**config.mk**
```make
export PLATFORM = sky130hd
export DESIGN_NAME = instmem_port_arbiter_flat
export DESIGN_NICKNAME = d
export VERILOG_FILES = /design/src/rtl/instmem_port_arbiter_if.sv /design/src/rtl/instmem_port_arbiter.sv /design/src/flat_wrapper.sv
export SDC_FILE = /design/constraint.sdc
export NUM_CORES = 1
export LEC_CHECK = 0
export CAP_MARGIN = 40
export CELL_PAD_IN_SITES_DETAIL_PLACEMENT = 1
export CELL_PAD_IN_SITES_GLOBAL_PLACEMENT = 2
export CORE_UTILIZATION = 10
export CTS_CLUSTER_DIAMETER = 40
export CTS_CLUSTER_SIZE = 40
export DETAILED_ROUTE_END_ITERATION = 6
export PLACE_DENSITY_LB_ADDON = 0.1
export SLEW_MARGIN = 25
export SYNTH_ARGS = -nofsm -noshare
export SYNTH_HDL_FRONTEND = slang
export SYNTH_SLANG_ARGS = --single-unit
```
**constraint.sdc**
```tcl
create_clock -name clk -period 2.1 [get_ports clk]
set_clock_uncertainty 0.1 [all_clocks]
set_input_delay 0.525 -clock clk [delete_from_list [all_inputs] [get_ports clk]]
set_output_delay 0.525 -clock clk [all_outputs]
set_load 0.1 [all_outputs]
```
**src/rtl/instmem_port_arbiter_if.sv**
```systemverilog
// Bus bundle between the instruction-memory arbiter, its requesters
// (fetch unit, access-mem stage) and the single-port instruction SRAM.
interface instmem_port_arbiter_if #(
   parameter int CPU_WIDTH = 32
);
   logic                 fetch_req_i;
   logic [CPU_WIDTH-1:0] fetch_addr_i;
   logic                 ls_req_i;
   logic                 ls_we_i;
   logic [CPU_WIDTH-1:0] ls_addr_i;
   logic [CPU_WIDTH-1:0] ls_wdata_i;
   logic [3:0]           ls_wmask_i;
   logic [CPU_WIDTH-1:0] mem_rdata_i;
   logic [CPU_WIDTH-1:0] mem_addr_o;
   logic                 mem_we_o;
   logic [3:0]           mem_wmask_o;
   logic [CPU_WIDTH-1:0] mem_wdata_o;
   logic                 fetch_rvalid_o;
   logic                 ls_gnt_o;
   logic                 ls_rvalid_o;
   logic [CPU_WIDTH-1:0] ls_rdata_o;
   logic [1:0]           pr_acess_instmem_o;

   // arbiter side
   modport slave (
      input  fetch_req_i, fetch_addr_i, ls_req_i, ls_we_i, ls_addr_i,
             ls_wdata_i, ls_wmask_i, mem_rdata_i,
      output mem_addr_o, mem_we_o, mem_wmask_o, mem_wdata_o, fetch_rvalid_o,
             ls_gnt_o, ls_rvalid_o, ls_rdata_o, pr_acess_instmem_o
   );

   // requester / SRAM side
   modport master (
      output fetch_req_i, fetch_addr_i, ls_req_i, ls_we_i, ls_addr_i,
             ls_wdata_i, ls_wmask_i, mem_rdata_i,
      input  mem_addr_o, mem_we_o, mem_wmask_o, mem_wdata_o, fetch_rvalid_o,
             ls_gnt_o, ls_rvalid_o, ls_rdata_o, pr_acess_instmem_o
   );
endinterface

```
**src/rtl/instmem_port_arbiter.sv**
```systemverilog
// Shares the single-port instruction SRAM between fetch and load/store.
// A load/store takes two cycles (issue, then response + fetch refetch);
// bursts are capped at LS_BURST_MAX so fetch always gets a slot.
module instmem_port_arbiter #(
   parameter int CPU_WIDTH    = 32,
   parameter int LS_BURST_MAX = 4,
   parameter int CNT_W        = 3
) (
   input  logic                   clk,
   input  logic                   rst,
   instmem_port_arbiter_if.slave  bus
);
   localparam logic [CNT_W-1:0] BURST_MAX = CNT_W'(LS_BURST_MAX);

   typedef enum logic [1:0] {IDLE, LS_ISSUE, LS_RESP} state_t;

   state_t               state, state_n;
   logic [CNT_W-1:0]     burst_cnt, burst_cnt_n;
   logic                 ls_we_q;
   logic                 forced_q;      // this IDLE cycle belongs to fetch
   logic                 fetch_rvalid_q;
   logic                 fetch_sel;     // fetch_addr_i is on the SRAM address
   logic [CPU_WIDTH-1:0] addr_mux;
   logic                 we, gnt, rvalid;
   logic [3:0]           wmask;
   logic [1:0]           pr;

   // state, burst counter and registered response flags
   always_ff @(posedge clk) begin
      if (rst) begin
         state          <= IDLE;
         burst_cnt      <= '0;
         ls_we_q        <= 1'b0;
         forced_q       <= 1'b0;
         fetch_rvalid_q <= 1'b0;
      end else begin
         state          <= state_n;
         burst_cnt      <= burst_cnt_n;
         if (state == LS_ISSUE) ls_we_q <= bus.ls_we_i;
         // a full burst ending in LS_RESP forces the next IDLE to fetch
         forced_q       <= (state == LS_RESP) && (burst_cnt == BURST_MAX);
         fetch_rvalid_q <= fetch_sel && bus.fetch_req_i;
      end
   end

   // next state, SRAM port mux and pipeline hold code
   always_comb begin
      state_n     = state;
      burst_cnt_n = burst_cnt;
      addr_mux    = bus.fetch_addr_i;
      we          = 1'b0;
      wmask       = 4'b0000;
      gnt         = 1'b0;
      rvalid      = 1'b0;
      pr          = 2'b00;
      fetch_sel   = 1'b0;
      case (state)
         IDLE: begin
            fetch_sel   = 1'b1;
            burst_cnt_n = '0;
            if (bus.ls_req_i && !forced_q) state_n = LS_ISSUE;
         end
         LS_ISSUE: begin
            addr_mux    = bus.ls_addr_i;
            we          = bus.ls_we_i;
            wmask       = bus.ls_we_i ? bus.ls_wmask_i : 4'b0000;
            gnt         = 1'b1;
            pr          = 2'b10;
            burst_cnt_n = (burst_cnt == BURST_MAX) ? burst_cnt : burst_cnt + 1'b1;
            state_n     = LS_RESP;
         end
         LS_RESP: begin
            fetch_sel = 1'b1;
            pr        = 2'b01;
            rvalid    = ~ls_we_q;
            if (bus.ls_req_i && (burst_cnt < BURST_MAX)) state_n = LS_ISSUE;
            else                                         state_n = IDLE;
         end
         default: state_n = IDLE;
      endcase
      // state register still holds the old state during reset; mask it
      if (rst) begin
         addr_mux = bus.fetch_addr_i;
         we       = 1'b0;
         wmask    = 4'b0000;
         gnt      = 1'b0;
         rvalid   = 1'b0;
         pr       = 2'b00;
      end
   end

   assign bus.mem_addr_o         = addr_mux;
   assign bus.mem_we_o           = we;
   assign bus.mem_wmask_o        = wmask;
   assign bus.mem_wdata_o        = bus.ls_wdata_i;
   assign bus.fetch_rvalid_o     = fetch_rvalid_q;
   assign bus.ls_gnt_o           = gnt;
   assign bus.ls_rvalid_o        = rvalid;
   assign bus.ls_rdata_o         = bus.mem_rdata_i;
   assign bus.pr_acess_instmem_o = pr;
endmodule

```
**src/flat_wrapper.sv**
```systemverilog
// flat-port wrapper written by rule: the top's interface ports become plain ports
module instmem_port_arbiter_flat 
#(
   parameter int CPU_WIDTH    = 32,
   parameter int LS_BURST_MAX = 4,
   parameter int CNT_W        = 3
)
  (clk, rst, bus_fetch_req_i, bus_fetch_addr_i, bus_ls_req_i, bus_ls_we_i, bus_ls_addr_i, bus_ls_wdata_i, bus_ls_wmask_i, bus_mem_rdata_i, bus_mem_addr_o, bus_mem_we_o, bus_mem_wmask_o, bus_mem_wdata_o, bus_fetch_rvalid_o, bus_ls_gnt_o, bus_ls_rvalid_o, bus_ls_rdata_o, bus_pr_acess_instmem_o);
  instmem_port_arbiter_if #(.CPU_WIDTH(CPU_WIDTH)) bus_i ();
  input  logic clk;
  input  logic rst;
  input wire logic [$bits(bus_i.fetch_req_i)-1:0] bus_fetch_req_i;
  input wire logic [$bits(bus_i.fetch_addr_i)-1:0] bus_fetch_addr_i;
  input wire logic [$bits(bus_i.ls_req_i)-1:0] bus_ls_req_i;
  input wire logic [$bits(bus_i.ls_we_i)-1:0] bus_ls_we_i;
  input wire logic [$bits(bus_i.ls_addr_i)-1:0] bus_ls_addr_i;
  input wire logic [$bits(bus_i.ls_wdata_i)-1:0] bus_ls_wdata_i;
  input wire logic [$bits(bus_i.ls_wmask_i)-1:0] bus_ls_wmask_i;
  input wire logic [$bits(bus_i.mem_rdata_i)-1:0] bus_mem_rdata_i;
  output wire logic [$bits(bus_i.mem_addr_o)-1:0] bus_mem_addr_o;
  output wire logic [$bits(bus_i.mem_we_o)-1:0] bus_mem_we_o;
  output wire logic [$bits(bus_i.mem_wmask_o)-1:0] bus_mem_wmask_o;
  output wire logic [$bits(bus_i.mem_wdata_o)-1:0] bus_mem_wdata_o;
  output wire logic [$bits(bus_i.fetch_rvalid_o)-1:0] bus_fetch_rvalid_o;
  output wire logic [$bits(bus_i.ls_gnt_o)-1:0] bus_ls_gnt_o;
  output wire logic [$bits(bus_i.ls_rvalid_o)-1:0] bus_ls_rvalid_o;
  output wire logic [$bits(bus_i.ls_rdata_o)-1:0] bus_ls_rdata_o;
  output wire logic [$bits(bus_i.pr_acess_instmem_o)-1:0] bus_pr_acess_instmem_o;
  assign bus_i.fetch_req_i = bus_fetch_req_i;
  assign bus_i.fetch_addr_i = bus_fetch_addr_i;
  assign bus_i.ls_req_i = bus_ls_req_i;
  assign bus_i.ls_we_i = bus_ls_we_i;
  assign bus_i.ls_addr_i = bus_ls_addr_i;
  assign bus_i.ls_wdata_i = bus_ls_wdata_i;
  assign bus_i.ls_wmask_i = bus_ls_wmask_i;
  assign bus_i.mem_rdata_i = bus_mem_rdata_i;
  assign bus_mem_addr_o = bus_i.mem_addr_o;
  assign bus_mem_we_o = bus_i.mem_we_o;
  assign bus_mem_wmask_o = bus_i.mem_wmask_o;
  assign bus_mem_wdata_o = bus_i.mem_wdata_o;
  assign bus_fetch_rvalid_o = bus_i.fetch_rvalid_o;
  assign bus_ls_gnt_o = bus_i.ls_gnt_o;
  assign bus_ls_rvalid_o = bus_i.ls_rvalid_o;
  assign bus_ls_rdata_o = bus_i.ls_rdata_o;
  assign bus_pr_acess_instmem_o = bus_i.pr_acess_instmem_o;
  instmem_port_arbiter #(.CPU_WIDTH(CPU_WIDTH), .LS_BURST_MAX(LS_BURST_MAX), .CNT_W(CNT_W)) u_core (.clk(clk), .rst(rst), .bus(bus_i));
endmodule
```
==> run summary, run 1 <==
Layout Nets: 352
Initial DRC count: 16
Max Slew Vio Count: 0
Seq/Total Area, Yosys: 0.120
Layout overhead on the synthesized area: 124%
Main combinational cell family by area after synthesis: buffers and inverters
Max-cap viol count: 0
WP buf/inv: 3
Peak VDD IR: 0.183 mV
CTS tree: done
GRT overflow: 0
GRT Total Usage: 0.0838
Worst R2R Start: u_core.burst_cnt[0]
Clock Root Buffer: clkbuf_16
Detailed-route via count: 1,225
Post-synthesis mux area share: 0.324
Most common cell after layout, fill and taps aside: clkdlybuf4s50_1
Crit-path most repeated cell: buf_12
Final ANT Viol Nets: 0
Skew-Pair Late Insertion Delay: 0.23 ns
Syn Inst Count: 145
Final setup margin: -0.157 ns
N_diodes: 0
Final design utilization: 0.233
Yosys reg bits: 8
Worst Reg-to-Reg Cells: 5
Pre-antenna DRT Iters: 3
WHS: 0.384 ns
# fillers: 1,427
DP Area: 2670 µm²
CP required: 1.47 ns
Initial Util: 0.104
CTS H-tree lvls: 1
Worst setup SP type: flop
Critical path class: reg2out
Synth Area in Compound Gates: 0.0243
Flop2flop setup slack: 0.77 ns
Crit-path max FO: 7
Failing checks: negative setup slack
Period Utilization, post-route: 1.07
Final Hold Fails: 0
Avg WL per Cell: 15.6 µm
Clk sinks: 8
Critical Path Source: u_core.state[1]
Total CTS buffers: 3
Mapped Nets: 284
Placed cells: 369
Chip width: 118 µm
Status: complete, but fails checks
Cell area power density: 464 nW/µm²
IO Count: 243
Placer Congestion: 0.726
Worst relative slew slack: 0.836
Post-DP HPWL: 4.61 mm
CP max stage cell: mux2_4
Cell count along the critical path: 6
Vias in the first global route: 1,333
Least-Margin Pin Slew: 0.246 ns
Final min period: 2.26 ns
Non-Filler Instances: 383
Worst Setup EP: bus_mem_addr_o[19]
Worst Setup End Kind: output pin
Row count: 41
Buffers added on ports: 114
Worst stage delay on the critical path: 0.32 ns
FMAX: 443 MHz
Simple-Gate Fraction of Synth Area: 0.0936
CP arrival: 1.63 ns
First-pass GRT wire length: 8.77 mm
Netlist cell types: 21
Die Y: 118 µm
Clk pin slew, worst setup/hold paths: 0.04 ns
Largest net degree at the start of global routing: 14
Worst-path cell chain: nand2b_4, nor2_4, buf_6, buf_12, mux2_4, buf_12
YS warnings: 0
Delay-heaviest family, CP: buffers and inverters
Antenna violations before repair: 0
Hold_buf cts: 0
Worst Hold Class: reg2reg
Fraction of layout instances using a drive strength above 1: 0.521
Worst R2R End: u_core.burst_cnt[0]
Leak: 1.22 nW
Setup violators final: 37
Number of remaining DRC errors: 0
CTS Buffer Depth: 2
Adder-Cell Fraction of Synth Area: 0.0187
Core area: 12,800 µm²
Mean number of vias per cell: 3.20
Die area: 13,800 µm²
Unrepaired setup endpoints after global routing: true
Synthesized area: 1340 µm²
Xor and xnor area share after synthesis: 0
Syn_area_per_cell: 9.22 µm²
Drt total wl: 5.96 mm
Finished Cell Area: 2990 µm²
Commonest cells after routing, fill and taps aside: clkdlybuf4s50_1 (70), buf_12 (45), mux2_4 (32)
worst min-delay path by stage:
stage                             start             endpoint  slack, ns  cells past startpoint
floorplan           u_core.burst_cnt[1]  u_core.burst_cnt[1]       0.35                      2
global placement    u_core.burst_cnt[1]  u_core.burst_cnt[1]       0.38                      2
detailed placement  u_core.burst_cnt[1]  u_core.burst_cnt[1]       0.38                      2
CTS                 u_core.burst_cnt[1]  u_core.burst_cnt[1]       0.39                      2
global route        u_core.burst_cnt[1]  u_core.burst_cnt[1]       0.40                      2
finish              u_core.burst_cnt[1]  u_core.burst_cnt[1]       0.38                      2
layout make-up:
cell class,count,area (µm²),share of cell area
sequential,8,163,0.0544
tap,172,215,0.0720
inverter,4,15.0,0.00503
clock buffer,3,75.1,0.0251
timing repair buffer,133,1810,0.605
multi-input combinational,63,713,0.239
cell usage after synthesis:
master,number,area [µm²]
mux2_4,14,210
a31o_2,1,8.76
buf_6,2,22.5
nand2_1,3,11.3
mux2_2,18,203
ha_1,2,25.0
nand2b_4,1,13.8
inv_1,4,15.0
buf_12,1,20.0
a21oi_1,3,15.0
nand4_1,1,6.26
nor2_1,7,26.3
and3_1,5,31.3
mux2i_1,2,20.0
dfxtp_1,8,160
nand3b_1,1,7.51
nor2_4,1,11.3
and2_1,2,12.5
buf_4,67,503
nor3_1,1,5.00
a32oi_1,1,8.76
worst reg2reg max path: cells and delay by family, from the launching register on:
| family | cells | cell delay, ns |
|---|---|---|
| flip-flops | 1 | 0.36 |
| buffers and inverters | 1 | 0.06 |
| adder cells (fa/ha/maj) | 1 | 0.22 |
| AO/OA/AOI/OAI | 2 | 0.43 |
| AND/OR/NAND/NOR | 1 | 0.05 |
cell families after synthesis:
kind of cell | Yosys count
AO/OA/AOI/OAI | 5
AND/OR/NAND/NOR | 22
multiplexers | 34
adder cells (fa/ha/maj) | 2
flip-flops | 8
buffers and inverters | 74
power breakdown:
group          internal, mW  switching [mW]  leakage, nW
clock network         0.246          0.0794       0.0370
registers             0.158         0.00414       0.0660
logic                 0.411           0.487         1.12
total                 0.815           0.571         1.22
flip-flops by register name, indices dropped and copies added (netlist names):
name	cells
u_core.burst_cnt	3
u_core.bus.fetch_rvalid_o	1
u_core.forced_q	1
u_core.ls_we_q	1
u_core.state	2
layer usage:
| layer | wire, µm | GRT usage |
|---|---|---|
| met1 | 2250 | 0.0918 |
| met3 | 607 | 0.0325 |
| met4 | 148 | 0.0264 |
| met2 | 2950 | 0.148 |
| met5 | 0 | 0 |
stage by stage:
step,TNS [ns],power (mW),setup slack [ns]
floorplan,-0.0565,1.21,-0.0565
global placement,-18.04,1.02,-0.508
detailed placement,-18.12,1.02,-0.514
CTS,-6.45,1.40,-0.201
global route,-7.65,1.43,-0.232
finish,-4.96,1.39,-0.157
repair_timing:
item | CTS | global route
pin swaps | 1 | 1
gates cloned | 3 | 0
buffers inserted | 5 | 3
resized for setup | 34 | 2
setup endpoints to repair | 41 | 39
Power figures use the tool's default switching activity.
==> run 2, diff against run 1 <==
- clock period: 2.1 -> 2.2 ns (I/O delays scaled with it)
==> run 2 against run 1 <==
- the run still ends with negative setup slack left
- global-route usage increased by 0.27 points
- die area unchanged
- setup slack improved by 0.092 ns
- core utilization increased by 0.078 points
- worst hold slack improved by 0.023 ns
- sequential power decreased by 5%
- sequential share of layout area decreased by 0.060 points
- design area increased by 0.34%
- clock power decreased by 5%
- non-clock buffer count increased by 1
- clock-buffer cell count unchanged
- critical path type unchanged
- critical endpoint is now bus_mem_addr_o[0]
- largest power group unchanged
==> run summary, run 2 (synthesized netlist as in run 1, its figures left out) <==
CP max stage cell: mux2_4
Biggest regs: u_core.burst_cnt x3, u_core.state x2
Vias in the first global route: 1,315 (-1.4%)
Worst Setup End Kind: output pin
Chip width: 118 µm (unchanged)
Top reg by flops: u_core.burst_cnt
Worst Hold Class: reg2reg
Die Y: 118 µm (unchanged)
Antenna violations before repair: 0 (unchanged)
Detailed-route via count: 1,226 (+0.082%)
Max reg flops: 3 (unchanged)
Worst setup SP type: flop
Largest net degree at the start of global routing: 10 (-4)
Delay-heaviest family, CP: buffers and inverters
Core area: 12,800 µm² (unchanged)
Layout overhead on the synthesized area: 124%
Period Utilization, post-route: 1.03
Status: complete, but fails checks
CP arrival: 1.62 ns (about the same)
Placed cells: 370 (+0.27%)
Worst-path cell chain: nand2b_4, nor2_4, buf_4, buf_12, mux2_4, buf_12
Total CTS buffers: 3 (unchanged)
Placer Congestion: 0.683 (-5.9%)
Skew-Pair Late Insertion Delay: 0.24 ns (about the same)
Clk sinks: 8 (unchanged)
Final min period: 2.27 ns
Commonest cells after routing, fill and taps aside: clkdlybuf4s50_1 (70), buf_12 (44), mux2_4 (32)
Critical path class: reg2out
Drt total wl: 6.14 mm (+3.0%)
Clk pin slew, worst setup/hold paths: 0.04 ns (about the same)
Setup violators final: 34 (-8.1%)
Crit-path max FO: 9 (+2)
Row count: 41 (unchanged)
Fraction of layout instances using a drive strength above 1: 0.509 (-0.0119)
Pre-antenna DRT Iters: 3 (unchanged)
Number of remaining DRC errors: 0 (unchanged)
CTS tree: done
First-pass GRT wire length: 8.91 mm (+1.6%)
Non-Filler Instances: 384 (+0.26%)
CTS Buffer Depth: 2 (unchanged)
Leak: 1.23 nW (+1.1%)
Worst relative slew slack: 0.816 (-0.0203)
CTS H-tree lvls: 1 (unchanged)
Avg WL per Cell: 16.0 µm (+2.7%)
Final Hold Fails: 0 (unchanged)
Initial DRC count: 17 (+1)
Failing checks: negative setup slack
FMAX: 441 MHz
GRT overflow: 0 (unchanged)
Hold_buf cts: 0 (unchanged)
Final setup margin: -0.0652 ns (+0.0916 ns)
Initial Util: 0.104 (unchanged)
Max Slew Vio Count: 0 (unchanged)
Most common cell after layout, fill and taps aside: clkdlybuf4s50_1
Final ANT Viol Nets: 0 (unchanged)
Die area: 13,800 µm² (unchanged)
N_diodes: 0 (unchanged)
Layout Nets: 353 (+0.28%)
Least-Margin Pin Slew: 0.279 ns (+0.0328 ns)
Max-cap viol count: 0 (unchanged)
GRT Total Usage: 0.0865 (+0.00269)
Final Power: 1.32 mW (-4.7%)
IO Count: 243 (unchanged)
CP required: 1.55 ns (+0.08 ns)
Cell area power density: 441 nW/µm² (-5.0%)
# fillers: 1,428 (+0.070%)
Peak VDD IR: 0.167 mV (-8.5%)
Worst stage delay on the critical path: 0.32 ns (about the same)
Mean number of vias per cell: 3.19 (-0.18%)
Unrepaired setup endpoints after global routing: true
Clock Root Buffer: clkbuf_16
Buffers added on ports: 114 (unchanged)
Post-DP HPWL: 4.93 mm (+6.8%)
WP buf/inv: 3 (unchanged)
Crit-path most repeated cell: buf_12
[run 2: metal layers]
metal	routed length, µm	vias to the layer above	track usage
li1	-	549	-
met1	2030	562	0.0836
met2	3310	95	0.163
met3	694	20	0.0373
met4	108	0	0.0296
met5	0	-	0
[run 2: stage by stage]
stage / worst slack [ns] / area, µm² / hold WS (ns) / util / TNS (ns)
6_report: -0.0652 / 3000 / 0.407 / 0.234 / -1.76
5_1_grt: -0.143 / 3000 / 0.456 / 0.234 / -4.39
4_1_cts: -0.165 / 2950 / 0.411 / 0.230 / -4.73
3_5_place_dp: -0.482 / 2640 / 0.406 / 0.206 / -16.92
3_3_place_gp: -0.480 / 2640 / 0.370 / 0.206 / -17.25
2_1_floorplan: -0.0883 / 1350 / 0.347 / - / -0.416
[run 2: worst paths after layout]
check	startpoint	to	slack (ns)	depth (start not counted)
min reg2reg	u_core.burst_cnt[1]	u_core.burst_cnt[1]	0.41	2
max	u_core.state[1]	bus_mem_addr_o[0]	-0.07	6
max reg2reg	u_core.burst_cnt[0]	u_core.burst_cnt[0]	0.87	5
min	u_core.burst_cnt[1]	u_core.burst_cnt[1]	0.41	2
[run 2: what timing repair did]
action                                  in CTS  in global routing
pin swaps                                    1                  1
resized for setup                           31                  8
cloned                                       4                  1
endpoints found under the setup margin      41                 39
setup buffers                                4                  3
[run 2: power by group]
part	total [mW]	internal, mW	switching, mW
clock	0.310	0.235	0.0755
combinational	0.856	0.393	0.463
sequential	0.154	0.151	0.00357
[run 2: cell type report]
class,count,area [µm²],share of cell area
repair buffers,134,1820,0.608
multi-input cells,63,708,0.236
well taps,172,215,0.0718
flip-flops and latches,8,161,0.0538
clock buffers,3,75.1,0.0250
inverters,4,15.0,0.00501
[run 2: worst min-delay path: stages, from the launching register on]
cell and delay (ns):
dfxtp_1 0.32, nand2_1 0.06, a21oi_1 0.07
